--- config.mk ---
export PLATFORM = sky130hd
export DESIGN_NAME = inst_fetch
export DESIGN_NICKNAME = d
export VERILOG_FILES = /design/src/rtl/inst_fetch_pkg.sv /design/src/rtl/sync_fifo.sv /design/src/rtl/inst_fetch.sv
export VERILOG_INCLUDE_DIRS = /design/src /design/src/rtl
export SDC_FILE = /design/constraint.sdc
export NUM_CORES = 1
export LEC_CHECK = 0
export CORE_MARGIN = 3
export CORE_UTILIZATION = 55
export CTS_CLUSTER_DIAMETER = 50
export DETAILED_ROUTE_END_ITERATION = 16
export GPL_TIMING_DRIVEN = 0
export HOLD_SLACK_MARGIN = 0.1
export PLACE_DENSITY = 0.82
export SKIP_LAST_GASP = 1
export SYNTH_ARGS = -nofsm -noshare
export SYNTH_HDL_FRONTEND = slang
export SYNTH_SLANG_ARGS = --single-unit
--- constraint.sdc ---
create_clock -name clk -period 14.15 [get_ports clk]
set_input_delay 2.83 -clock clk [delete_from_list [all_inputs] [get_ports clk]]
set_output_delay 2.83 -clock clk [all_outputs]
set_load 0.02 [all_outputs]
--- src/rtl/bitty_defs.sv ---
// ============================================================================
//  bitty_defs
//  Shared Bitty core bus widths and instruction constants.
//  Revision: 1.0
// ============================================================================
`default_nettype none
`ifndef BITTY_DEFS_V
`define BITTY_DEFS_V

`define InstAddrBus 31:0
`define InstBus     31:0
`define ZeroWord    32'h00000000
`define NopInst     32'h00000013

`endif
`default_nettype wire

--- src/rtl/inst_fetch_pkg.sv ---
`ifndef BITTY_DEFS_V
`include "bitty_defs.sv"
`endif
// ============================================================================
//  inst_fetch_pkg
//  Types and helpers shared by the instruction fetch unit.
//  Revision: 1.0
// ============================================================================
`default_nettype none

package inst_fetch_pkg;

   // One instruction buffer entry: the word and the address it came from.
   typedef struct packed {
      logic [`InstAddrBus] pc;
      logic [`InstBus]     inst;
   } fetch_entry_t;

   // Width of a counter that must hold the values 0..depth inclusive.
   function automatic int cnt_width(input int depth);
      return $clog2(depth) + 1;
   endfunction

endpackage

`default_nettype wire

--- src/rtl/sync_fifo.sv ---
// ============================================================================
//  sync_fifo
//  Single-clock FIFO with synchronous clear; push and pop may coincide,
//  including at full. Storage is not reset.
//  Revision: 1.0
// ============================================================================
`default_nettype none

module sync_fifo #(
   parameter int WIDTH = 32,
   parameter int DEPTH = 2
)(
   input  logic                   clk,
   input  logic                   rst,
   input  logic                   i_clr,
   input  logic                   i_push,
   input  logic [WIDTH-1:0]       i_din,
   input  logic                   i_pop,
   output logic [WIDTH-1:0]       o_dout,
   output logic                   o_full,
   output logic                   o_empty,
   output logic [$clog2(DEPTH):0] o_count
);

   localparam int c_ptr_w = (DEPTH > 1) ? $clog2(DEPTH) : 1;
   localparam int c_cnt_w = $clog2(DEPTH) + 1;

   logic [WIDTH-1:0]   r_mem [DEPTH];
   logic [c_ptr_w-1:0] r_wr_ptr;
   logic [c_ptr_w-1:0] r_rd_ptr;
   logic [c_cnt_w-1:0] r_count;
   logic               w_push;
   logic               w_pop;

   // Pointers wrap at DEPTH, which need not be a power of two.
   function automatic logic [c_ptr_w-1:0] ptr_inc(input logic [c_ptr_w-1:0] p);
      return (p == c_ptr_w'(DEPTH - 1)) ? '0 : p + c_ptr_w'(1);
   endfunction

   assign o_full  = (r_count == c_cnt_w'(DEPTH));
   assign o_empty = (r_count == '0);
   assign o_count = r_count;
   assign o_dout  = r_mem[r_rd_ptr];

   // A push into a full FIFO is legal only when the head leaves in the same cycle.
   assign w_push = i_push & (~o_full | i_pop);
   assign w_pop  = i_pop & ~o_empty;

   // Pointer and occupancy bookkeeping; clear wins over any push or pop.
   always_ff @(posedge clk) begin
      if (!rst) begin
         r_wr_ptr <= '0;
         r_rd_ptr <= '0;
         r_count  <= '0;
      end else if (i_clr) begin
         r_wr_ptr <= '0;
         r_rd_ptr <= '0;
         r_count  <= '0;
      end else begin
         if (w_push) r_wr_ptr <= ptr_inc(r_wr_ptr);
         if (w_pop)  r_rd_ptr <= ptr_inc(r_rd_ptr);
         r_count <= r_count + c_cnt_w'(w_push) - c_cnt_w'(w_pop);
      end
   end

   // Data storage write; left out of reset on purpose.
   always_ff @(posedge clk) begin
      if (w_push && !i_clr) r_mem[r_wr_ptr] <= i_din;
   end

endmodule

`default_nettype wire

--- src/rtl/inst_fetch.sv ---
`ifndef BITTY_DEFS_V
`include "bitty_defs.sv"
`endif
// ============================================================================
//  inst_fetch
//  Credit-limited instruction fetch: issues in-order memory requests, keeps
//  their addresses, buffers returned words for decode, and discards the
//  responses of requests orphaned by a redirect.
//  Revision: 1.0
// ============================================================================
`default_nettype none

module inst_fetch
   import inst_fetch_pkg::*;
#(
   parameter int DEPTH = 2
)(
   input  logic                clk,
   input  logic                rst,
   input  logic [`InstAddrBus] pc_i,
   input  logic                ce_i,
   output logic                pc_ready_o,
   output logic                imem_req_o,
   output logic [`InstAddrBus] imem_addr_o,
   input  logic                imem_gnt_i,
   input  logic                imem_rvalid_i,
   input  logic [`InstBus]     imem_rdata_i,
   input  logic                flush_i,
   output logic                id_valid_o,
   input  logic                id_ready_i,
   output logic [`InstBus]     id_inst_o,
   output logic [`InstAddrBus] id_pc_o
);

   localparam int c_cnt_w = cnt_width(DEPTH);
   localparam int c_sum_w = c_cnt_w + 2;

   logic [c_cnt_w-1:0]  w_outstanding;
   logic [c_cnt_w-1:0]  w_occupancy;
   logic [c_cnt_w-1:0]  r_drop_cnt;
   logic [c_cnt_w:0]    w_pending;
   logic [c_sum_w-1:0]  w_inflight;
   logic                w_aq_full;
   logic                w_aq_empty;
   logic                w_buf_full;
   logic                w_buf_empty;
   logic [`InstAddrBus] w_aq_head;
   fetch_entry_t        w_buf_in;
   fetch_entry_t        w_buf_head;
   logic                w_credit;
   logic                w_req;
   logic                w_grant;
   logic                w_drop;
   logic                w_rv_keep;
   logic                w_id_pop;

   // Everything that will eventually occupy a buffer slot: live requests,
   // orphaned requests still to return, and words already buffered. The
   // full flags are redundant with the sum but keep the queues safe by
   // construction.
   assign w_inflight = c_sum_w'(w_outstanding) + c_sum_w'(r_drop_cnt) + c_sum_w'(w_occupancy);
   assign w_credit   = (w_inflight < c_sum_w'(DEPTH)) & ~w_aq_full & ~w_buf_full;

   assign w_req       = ce_i & ~flush_i & w_credit;
   assign w_grant     = w_req & imem_gnt_i;
   assign imem_req_o  = w_req;
   assign imem_addr_o = pc_i;
   assign pc_ready_o  = w_grant;

   // Responses owed to a pre-redirect request are swallowed; a response with
   // nothing outstanding is ignored rather than corrupting the queues.
   assign w_drop    = imem_rvalid_i & (r_drop_cnt != '0);
   assign w_rv_keep = imem_rvalid_i & ~w_drop & ~w_aq_empty;

   assign w_buf_in.pc   = w_aq_head;
   assign w_buf_in.inst = imem_rdata_i;

   assign id_valid_o = ~w_buf_empty & ~flush_i;
   assign w_id_pop   = id_valid_o & id_ready_i;
   assign id_inst_o  = w_buf_empty ? `NopInst  : w_buf_head.inst;
   assign id_pc_o    = w_buf_empty ? `ZeroWord : w_buf_head.pc;

   // Live request count and orphan count together, as seen in a flush cycle.
   assign w_pending = (c_cnt_w + 1)'(w_outstanding) + (c_cnt_w + 1)'(r_drop_cnt);

   // Orphan counter: a redirect turns every live request into an orphan,
   // less the one answered in the redirect cycle itself.
   always_ff @(posedge clk) begin
      if (!rst) begin
         r_drop_cnt <= '0;
      end else if (flush_i) begin
         r_drop_cnt <= c_cnt_w'((imem_rvalid_i && (w_pending != '0))
                                ? w_pending - (c_cnt_w + 1)'(1) : w_pending);
      end else if (w_drop) begin
         r_drop_cnt <= r_drop_cnt - c_cnt_w'(1);
      end
   end

   // Addresses of granted requests; its occupancy is the outstanding count.
   sync_fifo #(
      .WIDTH ($bits(w_aq_head)),
      .DEPTH (DEPTH)
   ) u_addr_q (
      .clk     (clk),
      .rst     (rst),
      .i_clr   (flush_i),
      .i_push  (w_grant),
      .i_din   (pc_i),
      .i_pop   (w_rv_keep),
      .o_dout  (w_aq_head),
      .o_full  (w_aq_full),
      .o_empty (w_aq_empty),
      .o_count (w_outstanding)
   );

   // Returned words waiting for decode; registered, so one cycle of latency.
   sync_fifo #(
      .WIDTH ($bits(fetch_entry_t)),
      .DEPTH (DEPTH)
   ) u_inst_buf (
      .clk     (clk),
      .rst     (rst),
      .i_clr   (flush_i),
      .i_push  (w_rv_keep),
      .i_din   (w_buf_in),
      .i_pop   (w_id_pop),
      .o_dout  (w_buf_head),
      .o_full  (w_buf_full),
      .o_empty (w_buf_empty),
      .o_count (w_occupancy)
   );

endmodule

`default_nettype wire

==> results of run 1 <==
[path summary, 6_finish.rpt]
| check | endpoint | slack [ns] | depth (start not counted) |
|---|---|---|---|
| worst max-delay path | pc_ready_o | 6.85 | 5 |
| worst min-delay path | flip-flop | 0.51 | 2 |
| worst max register to register | u_addr_q.r_mem[0][14]$_DFFE_PP_ | 11.14 | 8 |
| worst min register to register | flip-flop | 0.51 | 2 |
[sequential cells by signal, summed over array words and instances (netlist names), named ones only]
name,flops
r_drop_cnt,2
u_addr_q.o_count,2
u_addr_q.r_mem,64
u_addr_q.r_rd_ptr,1
u_addr_q.r_wr_ptr,1
u_inst_buf.o_count,2
u_inst_buf.r_mem,128
u_inst_buf.r_rd_ptr,1
u_inst_buf.r_wr_ptr,1
[per-stage QoR]
step / TNS (ns) / utilization [%] / cell area, µm² / power, W / hold slack [ns]
after floorplan: 0 / - / 8150 / 0.000714 / 0.472
after global placement: -29.97 / 70.8 / 10100 / 0.000751 / 0.485
after detailed placement: 0 / 72.4 / 10300 / 0.000757 / 0.493
after CTS: 0 / 77.3 / 11000 / 0.00131 / 0.509
after global routing: 0 / 77.3 / 11000 / 0.00134 / 0.526
final: 0 / 77.3 / 11000 / 0.00130 / 0.505
[power groups by stage]
| stage | clock (W) | sequential, W | combinational [W] |
|---|---|---|---|
| 3_3_place_gp | 0 | 0.000680 | 0.0000713 |
| 6_report | 0.000551 | 0.000667 | 0.0000780 |
| 5_1_grt | 0.000591 | 0.000667 | 0.0000837 |
| 3_5_place_dp | 0 | 0.000680 | 0.0000774 |
| 2_1_floorplan | 0 | 0.000680 | 0.0000346 |
| 4_1_cts | 0.000563 | 0.000667 | 0.0000783 |
[metal layers]
layer	vias to the layer above	global-route usage, %	part of all wire (%)
met4	0	5.12	1.9
li1	2186	-	-
met1	2307	26.1	40
met3	30	4.88	8.1
met2	188	35.4	50
met5	-	0	0
[final cells by class]
cell class | count | area share, %
repair buffers | 187 | 17.1
multi-input cells | 222 | 16.1
inverters | 15 | 0.513
flip-flops and latches | 204 | 54.7
clock buffers | 26 | 5.14
well taps | 180 | 2.05
clock inverters | 12 | 1.25
plain buffers | 52 | 3.18
[kinds of logic (layout without fill, tap and decap cells)]
| logic type | after synthesis | in the layout | synth area share (%) |
|---|---|---|---|
| and+or+nand+nor | 92 | 92 | 5.31 |
| xor gates and xnor gates | 10 | 10 | 1.08 |
| muxes | 96 | 96 | 12.3 |
| AOI/OAI and AO/OA | 15 | 15 | 1.08 |
| buffers and inverters | 67 | 292 | 4.98 |
| DFF | 204 | 204 | 73.7 |
| adders and majority gates | 9 | 9 | 1.57 |
[placed cells by master (no fill, tap or decap), types with 10 or more instances in the layout]
cell	n
edfxtp_1	192
dfxtp_1	12
clkdlybuf4s50_1	168
buf_4	45
buf_2	10
inv_1	15
clkbuf_16	21
clkbuf_1	10
mux2i_1	64
mux2_2	31
nor2_1	74
[worst reg2reg max path: stages (launching register included)]
cell     delay, ns
dfxtp_1       0.51
inv_1         0.14
fa_1          0.50
inv_1         0.04
ha_1          0.20
and4b_1       0.30
nand4_4       0.20
nor2_4        0.58
buf_16        0.24
==> results.md, run 1 <==
* Layout Skew at 0.0103 ns
* ANT cells at 0
* First-pass DRT Iterations at 4
* Crit-path max cell delay at 0.60 ns
* Total congestion overflow at 0
* #FFs+latches synth at 204
* Fin cells at 898
* Die W at 128 µm
* Multi-input gate area at 0.00176 mm²
* Fmax at 0.137 GHz
* Area Growth Syn to Fin at 34.8%
* Post-Syn Area at 0.00815 mm²
* Worst hold path type: flip-flop to flip-flop
* Crit path launch type: primary input
* Die area at 0.0163 mm²
* Post-synthesis sequential area ratio at 73.7%
* Syn Nets at 573
* RSZ-0062 raised after global routing: false
* Sw frac at 19.3%
* TritonCTS clock tree: yes
* Largest net degree at the start of global routing at 19
* Share of total power in combinational logic at 6.0%
* Worst slew margin at 34.1%
* Setup bufs post-CTS at 0
* Clock latency on the worst-skew pair at 0.49 ns
* Worst path top cell family by delay: buffers and inverters
* H-tree levels at 1
* Ys Warns at 0
* Number of setup violations in the final report at 0
* CP bufs+invs at 3
* WL final at 16600 µm
* Final RePlAce weighted congestion at 0.780
* TritonCTS Buffers at 21
* Vias in the first global route at 5028
* PortBufs at 168
* Mapped Cells at 493
* Antenna violations before repair at 0
* Worst VDD drop at 0.000106 V
* Global-route wire length before repair at 26100 µm
* Pre-CTS WS at 6.85 ns
* Final hold violations at 0
* CP startpoint: ce_i
* Crit path top cell by count: clkdlybuf4s50_1
* PD cells at 118 mW/mm²
* Critical Path AT at 4.47 ns
* Core Area at 0.0142 mm²
* Fin. max-slew vios at 0
* Area contributors post-synth: edfxtp_1 (71%), mux2i_1 (7.9%), mux2_2 (4.3%)
* Hpwl dp at 11700 µm
* Worst R2R Start: u_inst_buf.o_count[1]$_SDFF_PP0_
* Switch Pwr at 0.000250 W
* Seq. cell area at 0.00601 mm²
* Final Net Count at 783
* Rows at 43
* Min Tclk post-route at 7.30 ns
* Number of max-cap violations at 0
* Wire per inst at 18.5 µm
* Status: complete, no violations
* Flop pwr share at 51.5%
* Ys flop type: edfxtp_1
* Worst setup margin at 6.85 ns
* Total number of vias at 4711
* Critical path class: primary input to output pin
* Cell taking the most area after synthesis: edfxtp_1
* Hold buffers post-CTS at 0
* Final worst path period share at 51.6%
* Inst Count DP at 860
* Clk pwr share at 42.5%
* Initial DRC count at 309
* Io pins at 170
* Drt drc at 0
* Cell-internal power at 0.00105 W
* Slew @ Worst Pin at 0.981 ns
* Clk sink count at 204
* Avg Cell Area, Syn at 16.5 µm²
* Antenna Nets Post-Route at 0
* CP endpoint kind: output pin
* Most frequent cell after synthesis: edfxtp_1
* Required time worst endpoint at 11.32 ns
* Slowest CP cell: clkdlybuf4s50_1
* Crit-path cells: clkdlybuf4s50_1 > and4b_1 > nand4_4 > inv_1 > clkdlybuf4s50_1
* Asr flop ratio synth at 0%
* Synth top area share at 70.8%
* Commonest cells in the netlist: edfxtp_1 (192), nor2_1 (76), mux2i_1 (64)
* Longest Clk Path Bufs at 3
* Root Buffer: clkbuf_16
* EDFF count, synth at 192
* Hold Path Origin: u_inst_buf.r_rd_ptr$_SDFFE_PP0P_
* Register clock-pin slew on the reported worst setup and hold paths at 0.06 ns
* Leakage at 3.72 nW
* Starting Density at 57.4%
* Total GRT Usage at 20.4%
* CP max FO at 7
* Synth cell types at 36
* Die H at 128 µm
* PostCTS Resize Cnt at 0
* Vias/cell at 5.25
* Fraction of layout cells with a size suffix above 1 at 19.1%
* Fillers at 851
Note: power is estimated with default switching activity, not from simulation.
==> inputs of run 2 (changes only) <==
--- a/config.mk
+++ b/config.mk
@@ -7,12 +7,12 @@
 export NUM_CORES = 1
 export LEC_CHECK = 0
 export CORE_MARGIN = 3
-export CORE_UTILIZATION = 55
+export CORE_UTILIZATION = 46
 export CTS_CLUSTER_DIAMETER = 50
 export DETAILED_ROUTE_END_ITERATION = 16
 export GPL_TIMING_DRIVEN = 0
 export HOLD_SLACK_MARGIN = 0.1
-export PLACE_DENSITY = 0.82
+export PLACE_DENSITY = 0.73
 export SKIP_LAST_GASP = 1
 export SYNTH_ARGS = -nofsm -noshare
 export SYNTH_HDL_FRONTEND = slang
==> constraint.sdc (replaced) <==
create_clock -name clk -period 6.4 [get_ports clk]
set_input_delay 1.28 -clock clk [delete_from_list [all_inputs] [get_ports clk]]
set_output_delay 1.28 -clock clk [all_outputs]
set_load 0.02 [all_outputs]
==> run 2 against run 1 <==
Die area increased by 19%. Non-clock buffer count decreased by 7. Wire length shrank 3.5%. Combinational power rose by 120%. Via count decreased by 2.6%. Hold slack better by 0.0017 ns. Count of clock-buffer cells in the layout rose by 3. Register-to-register slack worse by 7.7 ns. Core utilization down 14 points. Clock skew increased by 0.0062 ns. Highest routed layer unchanged.
==> results.md, run 2 (synthesized netlist as in run 1, its figures left out) <==
* Largest registers: u_inst_buf.r_mem: 128 flops, u_addr_q.r_mem: 64 flops
* Starting Density at 47.1%
* CP bufs+invs at 4
* H-tree levels at 1
* Number of max-cap violations at 0
* Final hold violations at 0
* Worst reg2reg path depth at 8
* Final RePlAce weighted congestion at 0.733
* Required time worst endpoint at 5.12 ns
* Io pins at 170
* Die W at 139 µm
* Hold buffers post-CTS at 0
* Critical path class: flip-flop to output pin
* Sw frac at 20.6%
* Vias/cell at 4.88
* Worst slew margin at 44.9%
* Total congestion overflow at 0
* Layout Skew at 0.0165 ns
* Setup bufs post-CTS at 0
* Status: complete, no violations
* Clk sink count at 204
* Crit-path max cell delay at 0.60 ns
* Antenna violations before repair at 0
* Die area at 0.0193 mm²
* Total GRT Usage at 16.4%
* Core Area at 0.0173 mm²
* Worst setup margin at 2.02 ns
* Global-route wire length before repair at 25400 µm
* Worst hold path type: flip-flop to flip-flop
* TritonCTS clock tree: yes
* Slowest CP cell: clkdlybuf4s50_1
* Rows at 48
* CP max FO at 8
* Cell-internal power at 0.00224 W
* Antenna Nets Post-Route at 0
* TritonCTS Buffers at 23
* PD cells at 255 mW/mm²
* Largest net degree at the start of global routing at 18
* CP startpoint: u_inst_buf.o_count[1]$_SDFF_PP0_
* Most frequent cells in the layout: edfxtp_1 (192), clkdlybuf4s50_1 (168), nor2_1 (74), mux2i_1 (64), buf_4 (33)
* Number of setup violations in the final report at 0
* Fmax at 0.228 GHz
* Setup crit end: pc_ready_o
* Drt drc at 0
* Post-route cell area at 0.0110 mm²
* Fin. max-slew vios at 0
* Initial DRC count at 232
* Worst VDD drop at 0.000171 V
* Crit path top cell by count: inv_1
* Fin Hold WS at 0.507 ns
* Area post-placement at 0.0103 mm²
* Leakage at 3.68 nW
* Final Net Count at 778
* Hold Path Depth at 2
* Crit-path cells: inv_1 > fa_1 > inv_1 > ha_1 > and4b_1 > nand4_4 > inv_1 > clkdlybuf4s50_1
* Clk pwr share at 41.5%
* Worst R2R Start: u_inst_buf.o_count[1]$_SDFF_PP0_
* ANT cells at 0
* Worst reg2reg setup slack at 3.40 ns
* RSZ-0062 raised after global routing: false
* Vias in the first global route at 4916
* Critical Path AT at 3.10 ns
* Flop pwr share at 52.4%
* Hpwl dp at 11300 µm
* Slew @ Worst Pin at 0.820 ns
* Switch Pwr at 0.000579 W
* Largest reg by FF count: u_inst_buf.r_mem
* Wire per inst at 17.1 µm
* PostCTS Resize Cnt at 0
* Die H at 139 µm
* WP depth at 8
* Crit path launch type: flip-flop
* Most common cell after layout, fill and taps aside: edfxtp_1
* Max reg flops at 128
* Clock latency on the worst-skew pair at 0.50 ns
* Register clock-pin slew on the reported worst setup and hold paths at 0.06 ns
* CP endpoint kind: output pin
* Setup TNS at 0 ns
* First-pass DRT Iterations at 4
* Min Tclk post-route at 4.38 ns
* Total number of vias at 4590
* Final worst path period share at 68.4%
* PortBufs at 168
* Pre-CTS WS at 2.20 ns
* Fraction of layout cells with a size suffix above 1 at 18.2%
* Root Buffer: clkbuf_16
* Worst path top cell family by delay: buffers and inverters
* Longest Clk Path Bufs at 3
* Area Growth Syn to Fin at 35.3%
* R2r endpoint: u_addr_q.r_mem[0][29]$_DFFE_PP_
* WL final at 16000 µm
* Share of total power in combinational logic at 6.1%
-- run 2: cell types whose count changed in the layout (fill, tap and decap cells not counted), moves of 2 or more --
cell and delta:
inv_6 +3, clkbuf_8 -2, buf_8 +6, clkbuf_16 +2, bufinv_16 -3, clkbuf_1 +3
buf_4 -12
-- run 2: how the worst min path moves through the flow --
stage	start	end	slack (ns)
after detailed placement	u_inst_buf.r_rd_ptr$_SDFFE_PP0P_	flip-flop	0.49
final	u_addr_q.r_rd_ptr$_SDFFE_PP0P_	u_addr_q.r_rd_ptr$_SDFFE_PP0P_	0.51
after CTS	u_addr_q.r_rd_ptr$_SDFFE_PP0P_	u_addr_q.r_rd_ptr$_SDFFE_PP0P_	0.51
after global placement	u_addr_q.r_rd_ptr$_SDFFE_PP0P_	u_addr_q.r_rd_ptr$_SDFFE_PP0P_	0.49
after floorplan	u_inst_buf.r_rd_ptr$_SDFFE_PP0P_	flip-flop	0.47
after global routing	u_addr_q.r_rd_ptr$_SDFFE_PP0P_	u_addr_q.r_rd_ptr$_SDFFE_PP0P_	0.55
-- run 2: worst reg2reg max path, delay by kind of cell (launching register included) --
| kind | cells | cell delay (ns) |
|---|---|---|
| and+or+nand+nor | 3 | 1.05 |
| adders and majority gates | 2 | 0.70 |
| DFF | 1 | 0.51 |
| buffers and inverters | 3 | 0.43 |
-- run 2: cell type report --
class                      count  area [µm²]
tap                          225         282
multi-input combinational    222        1780
inverter                      15        56.3
sequential                   204        6010
timing repair buffer         180        1870
buffer                        52         349
clock buffer                  29         598
clock inverter                13        80.1
fill                        1240        6270
-- run 2: power groups by stage --
| stage | clock (W) | sequential, W | combinational [W] |
|---|---|---|---|
| floorplan | 0 | 0.00150 | 0.0000766 |
| global placement | 0 | 0.00150 | 0.000159 |
| detailed placement | 0 | 0.00150 | 0.000172 |
| CTS | 0.00120 | 0.00148 | 0.000173 |
| global route | 0.00126 | 0.00147 | 0.000185 |
| finish | 0.00117 | 0.00148 | 0.000172 |
-- run 2: routing by layer --
| metal | vias to the layer above | wire, µm | GRT usage, % |
|---|---|---|---|
| li1 | 2185 | - | - |
| met1 | 2215 | 6690 | 20.7 |
| met2 | 161 | 8060 | 28.6 |
| met3 | 29 | 944 | 3.59 |
| met4 | 0 | 351 | 4.48 |
| met5 | - | 0 | 0 |
-- run 2: stage by stage --
step	cells	utilization [%]	total power, W
global route	940	63.7	0.00292
finish	940	63.7	0.00282
global placement	886	58.5	0.00166
detailed placement	898	59.8	0.00167
floorplan	493	-	0.00158
CTS	940	63.7	0.00285
==> inputs of run 3 (changes only) <==
==> constraint.sdc (replaced) <==
create_clock -name clk -period 3.6 [get_ports clk]
set_input_delay 0.72 -clock clk [delete_from_list [all_inputs] [get_ports clk]]
set_output_delay 0.72 -clock clk [all_outputs]
set_load 0.02 [all_outputs]
==> run 3 against run 2 <==
Combinational power is 77% higher. Total power grew 78%. Global-route usage unchanged. Sequential power grew 77%. First-iteration DRC count decreased by 0.43%. Wire length about the same. Sequential share of layout area is essentially flat. Clock power increased by 78%. Largest cell class unchanged. Largest power group unchanged.
==> results.md, run 3 (synthesized netlist as in run 1, its figures left out) <==
* Status: complete, no violations
* PortBufs at 168
* Wire per inst at 17.1 µm
* Area Growth Syn to Fin at 35.3%
* Total congestion overflow at 0
* Hold path endpoint: u_addr_q.r_rd_ptr$_SDFFE_PP0P_
* Clk sink count at 204
* Pre-CTS WS at 0.294 ns
* Final core occ at 63.8%
* PD cells at 454 mW/mm²
* Crit-path max cell delay at 0.49 ns
* Die area at 0.0193 mm²
* Fin cells at 940
* Register clock-pin slew on the reported worst setup and hold paths at 0.06 ns
* Leakage at 3.69 nW
* Fillers at 1240
* Final worst path period share at 95.1%
* Required time worst endpoint at 2.88 ns
* TritonCTS clock tree: yes
* Crit-path cells: inv_1 > fa_1 > inv_1 > ha_1 > and4b_1 > nand4_4 > inv_1 > dlygate4sd2_1
* Root Buffer: clkbuf_16
* Layout Skew at 0.0165 ns
* Io pins at 170
* Clock latency on the worst-skew pair at 0.50 ns
* Core Area at 0.0173 mm²
* Setup TNS at 0 ns
* Final Net Count at 778
* Die W at 139 µm
* Total GRT Usage at 16.4%
* Final hold violations at 0
* R2r endpoint: u_addr_q.r_mem[0][29]$_DFFE_PP_
* TritonCTS Buffers at 23
* Hpwl dp at 11300 µm
* Largest registers: u_inst_buf.r_mem: 128 flops, u_addr_q.r_mem: 64 flops
* Most common cell after layout, fill and taps aside: edfxtp_1
* Global-route wire length before repair at 25400 µm
* CP max FO at 8
* Worst slew margin at 45.2%
* Rows at 48
* Longest Clk Path Bufs at 3
* Inst Count DP at 898
* Crit path top cell by count: inv_1
* Worst path top cell family by delay: adder cells
* Worst setup margin at 0.175 ns
* RSZ-0062 raised after global routing: false
* Vias/cell at 4.88
* Min Tclk post-route at 3.43 ns
* Final RePlAce weighted congestion at 0.733
* Slew @ Worst Pin at 0.816 ns
* Worst reg2reg setup slack at 0.72 ns
* Max reg flops at 128
* Starting Density at 47.1%
* Antenna violations before repair at 0
* WL final at 16000 µm
* Die H at 139 µm
* Number of max-cap violations at 0
* Initial DRC count at 231
* Fin. max-slew vios at 0
* Crit path launch type: flip-flop
* CP endpoint kind: output pin
* Total number of vias at 4591
* ANT cells at 0
* Hold Path Depth at 2
* Fraction of layout cells with a size suffix above 1 at 18.6%
* Antenna Nets Post-Route at 0
* Setup bufs post-CTS at 0
* Slowest CP cell: fa_1
* Seq. cell area at 0.00601 mm²
* Worst reg2reg path depth at 8
* H-tree levels at 1
* Drt drc at 0
* First-pass DRT Iterations at 4
* Vias in the first global route at 4916
* Fmax at 0.292 GHz
* Hold Path Origin: u_addr_q.r_rd_ptr$_SDFFE_PP0P_
* Number of setup violations in the final report at 0
* Largest reg by FF count: u_inst_buf.r_mem
* Multi-input gate area at 0.00178 mm²
* Worst VDD drop at 0.000303 V
* CP bufs+invs at 4
* Most frequent cells in the layout: edfxtp_1 (192), clkdlybuf4s50_1 (166), nor2_1 (73), mux2i_1 (64), buf_4 (33)
* Critical Path AT at 2.71 ns
* Largest net degree at the start of global routing at 18
* Worst hold path type: flip-flop to flip-flop
* Critical path class: flip-flop to output pin
* Worst R2R Start: u_inst_buf.o_count[1]$_SDFF_PP0_
[run 3: cell count changes in the layout (fill, tap and decap cells not counted), sizes merged]
cell	delta
dlygate4sd2	+2
clkdlybuf4s50	-2
[run 3: cell type report]
| class | count | area share [%] |
|---|---|---|
| buffer | 52 | 3.17 |
| sequential | 204 | 54.5 |
| clock buffer | 29 | 5.42 |
| tap | 225 | 2.55 |
| multi-input combinational | 222 | 16.2 |
| inverter | 15 | 0.511 |
| timing repair buffer | 180 | 17.0 |
| clock inverter | 13 | 0.726 |
[run 3: power breakdown]
| group | internal (W) | switching [W] | leakage (nW) |
|---|---|---|---|
| registers | 0.00261 | 0.00000862 | 1.83 |
| clock network | 0.00119 | 0.000888 | 0.327 |
| logic | 0.000171 | 0.000133 | 1.53 |
| total | 0.00397 | 0.00103 | 3.69 |
[run 3: worst reg2reg max path: stages, from the launching register on]
cell	delay, ns
dfxtp_2	0.43
inv_1	0.12
fa_1	0.49
inv_1	0.04
ha_1	0.20
and4b_1	0.31
nand4_4	0.20
nor2_4	0.54
buf_16	0.24
[run 3: through the flow]
stage,power (W),area [µm²],hold WS [ns]
5_1_grt,0.00519,11000,0.516
6_report,0.00500,11000,0.507
3_3_place_gp,0.00296,10100,0.487
2_1_floorplan,0.00281,8160,0.472
3_5_place_dp,0.00298,10300,0.493
4_1_cts,0.00506,11000,0.510
[run 3: worst max-delay path by stage]
stage               cells past startpoint                             start                                end  slack [ns]
global placement                        3                     imem_rvalid_i  u_inst_buf.r_mem[1][22]$_DFFE_PP_       -4.12
global route                            8        r_drop_cnt[1]$_SDFFE_PN0P_                         pc_ready_o        0.01
finish                                  8  u_inst_buf.o_count[1]$_SDFF_PP0_                         pc_ready_o        0.17
CTS                                     5  u_inst_buf.o_count[0]$_SDFF_PP0_                        id_pc_o[11]        0.07
floorplan                               2                     imem_rvalid_i   u_inst_buf.r_mem[1][0]$_DFFE_PP_       -1.42
detailed placement                      8  u_inst_buf.o_count[1]$_SDFF_PP0_                         pc_ready_o        0.29
[run 3: timing repair]
item | 4_1_cts | 5_1_grt
endpoints found under the setup margin | 2 | 12
hold buffers | 0 | 0
gates resized for setup | 4 | 1
hold endpoints to repair | 0 | 0
pin swaps | 0 | 0
[run 3: routing by layer]
| layer | wire, µm | share of wire [%] | track usage, % | vias to the layer above |
|---|---|---|---|---|
| met2 | 8070 | 50 | 28.6 | 171 |
| li1 | - | - | - | 2185 |
| met4 | 351 | 2.2 | 4.48 | 0 |
| met5 | 0 | 0 | 0 | - |
| met1 | 6670 | 42 | 20.7 | 2206 |
| met3 | 949 | 5.9 | 3.59 | 29 |
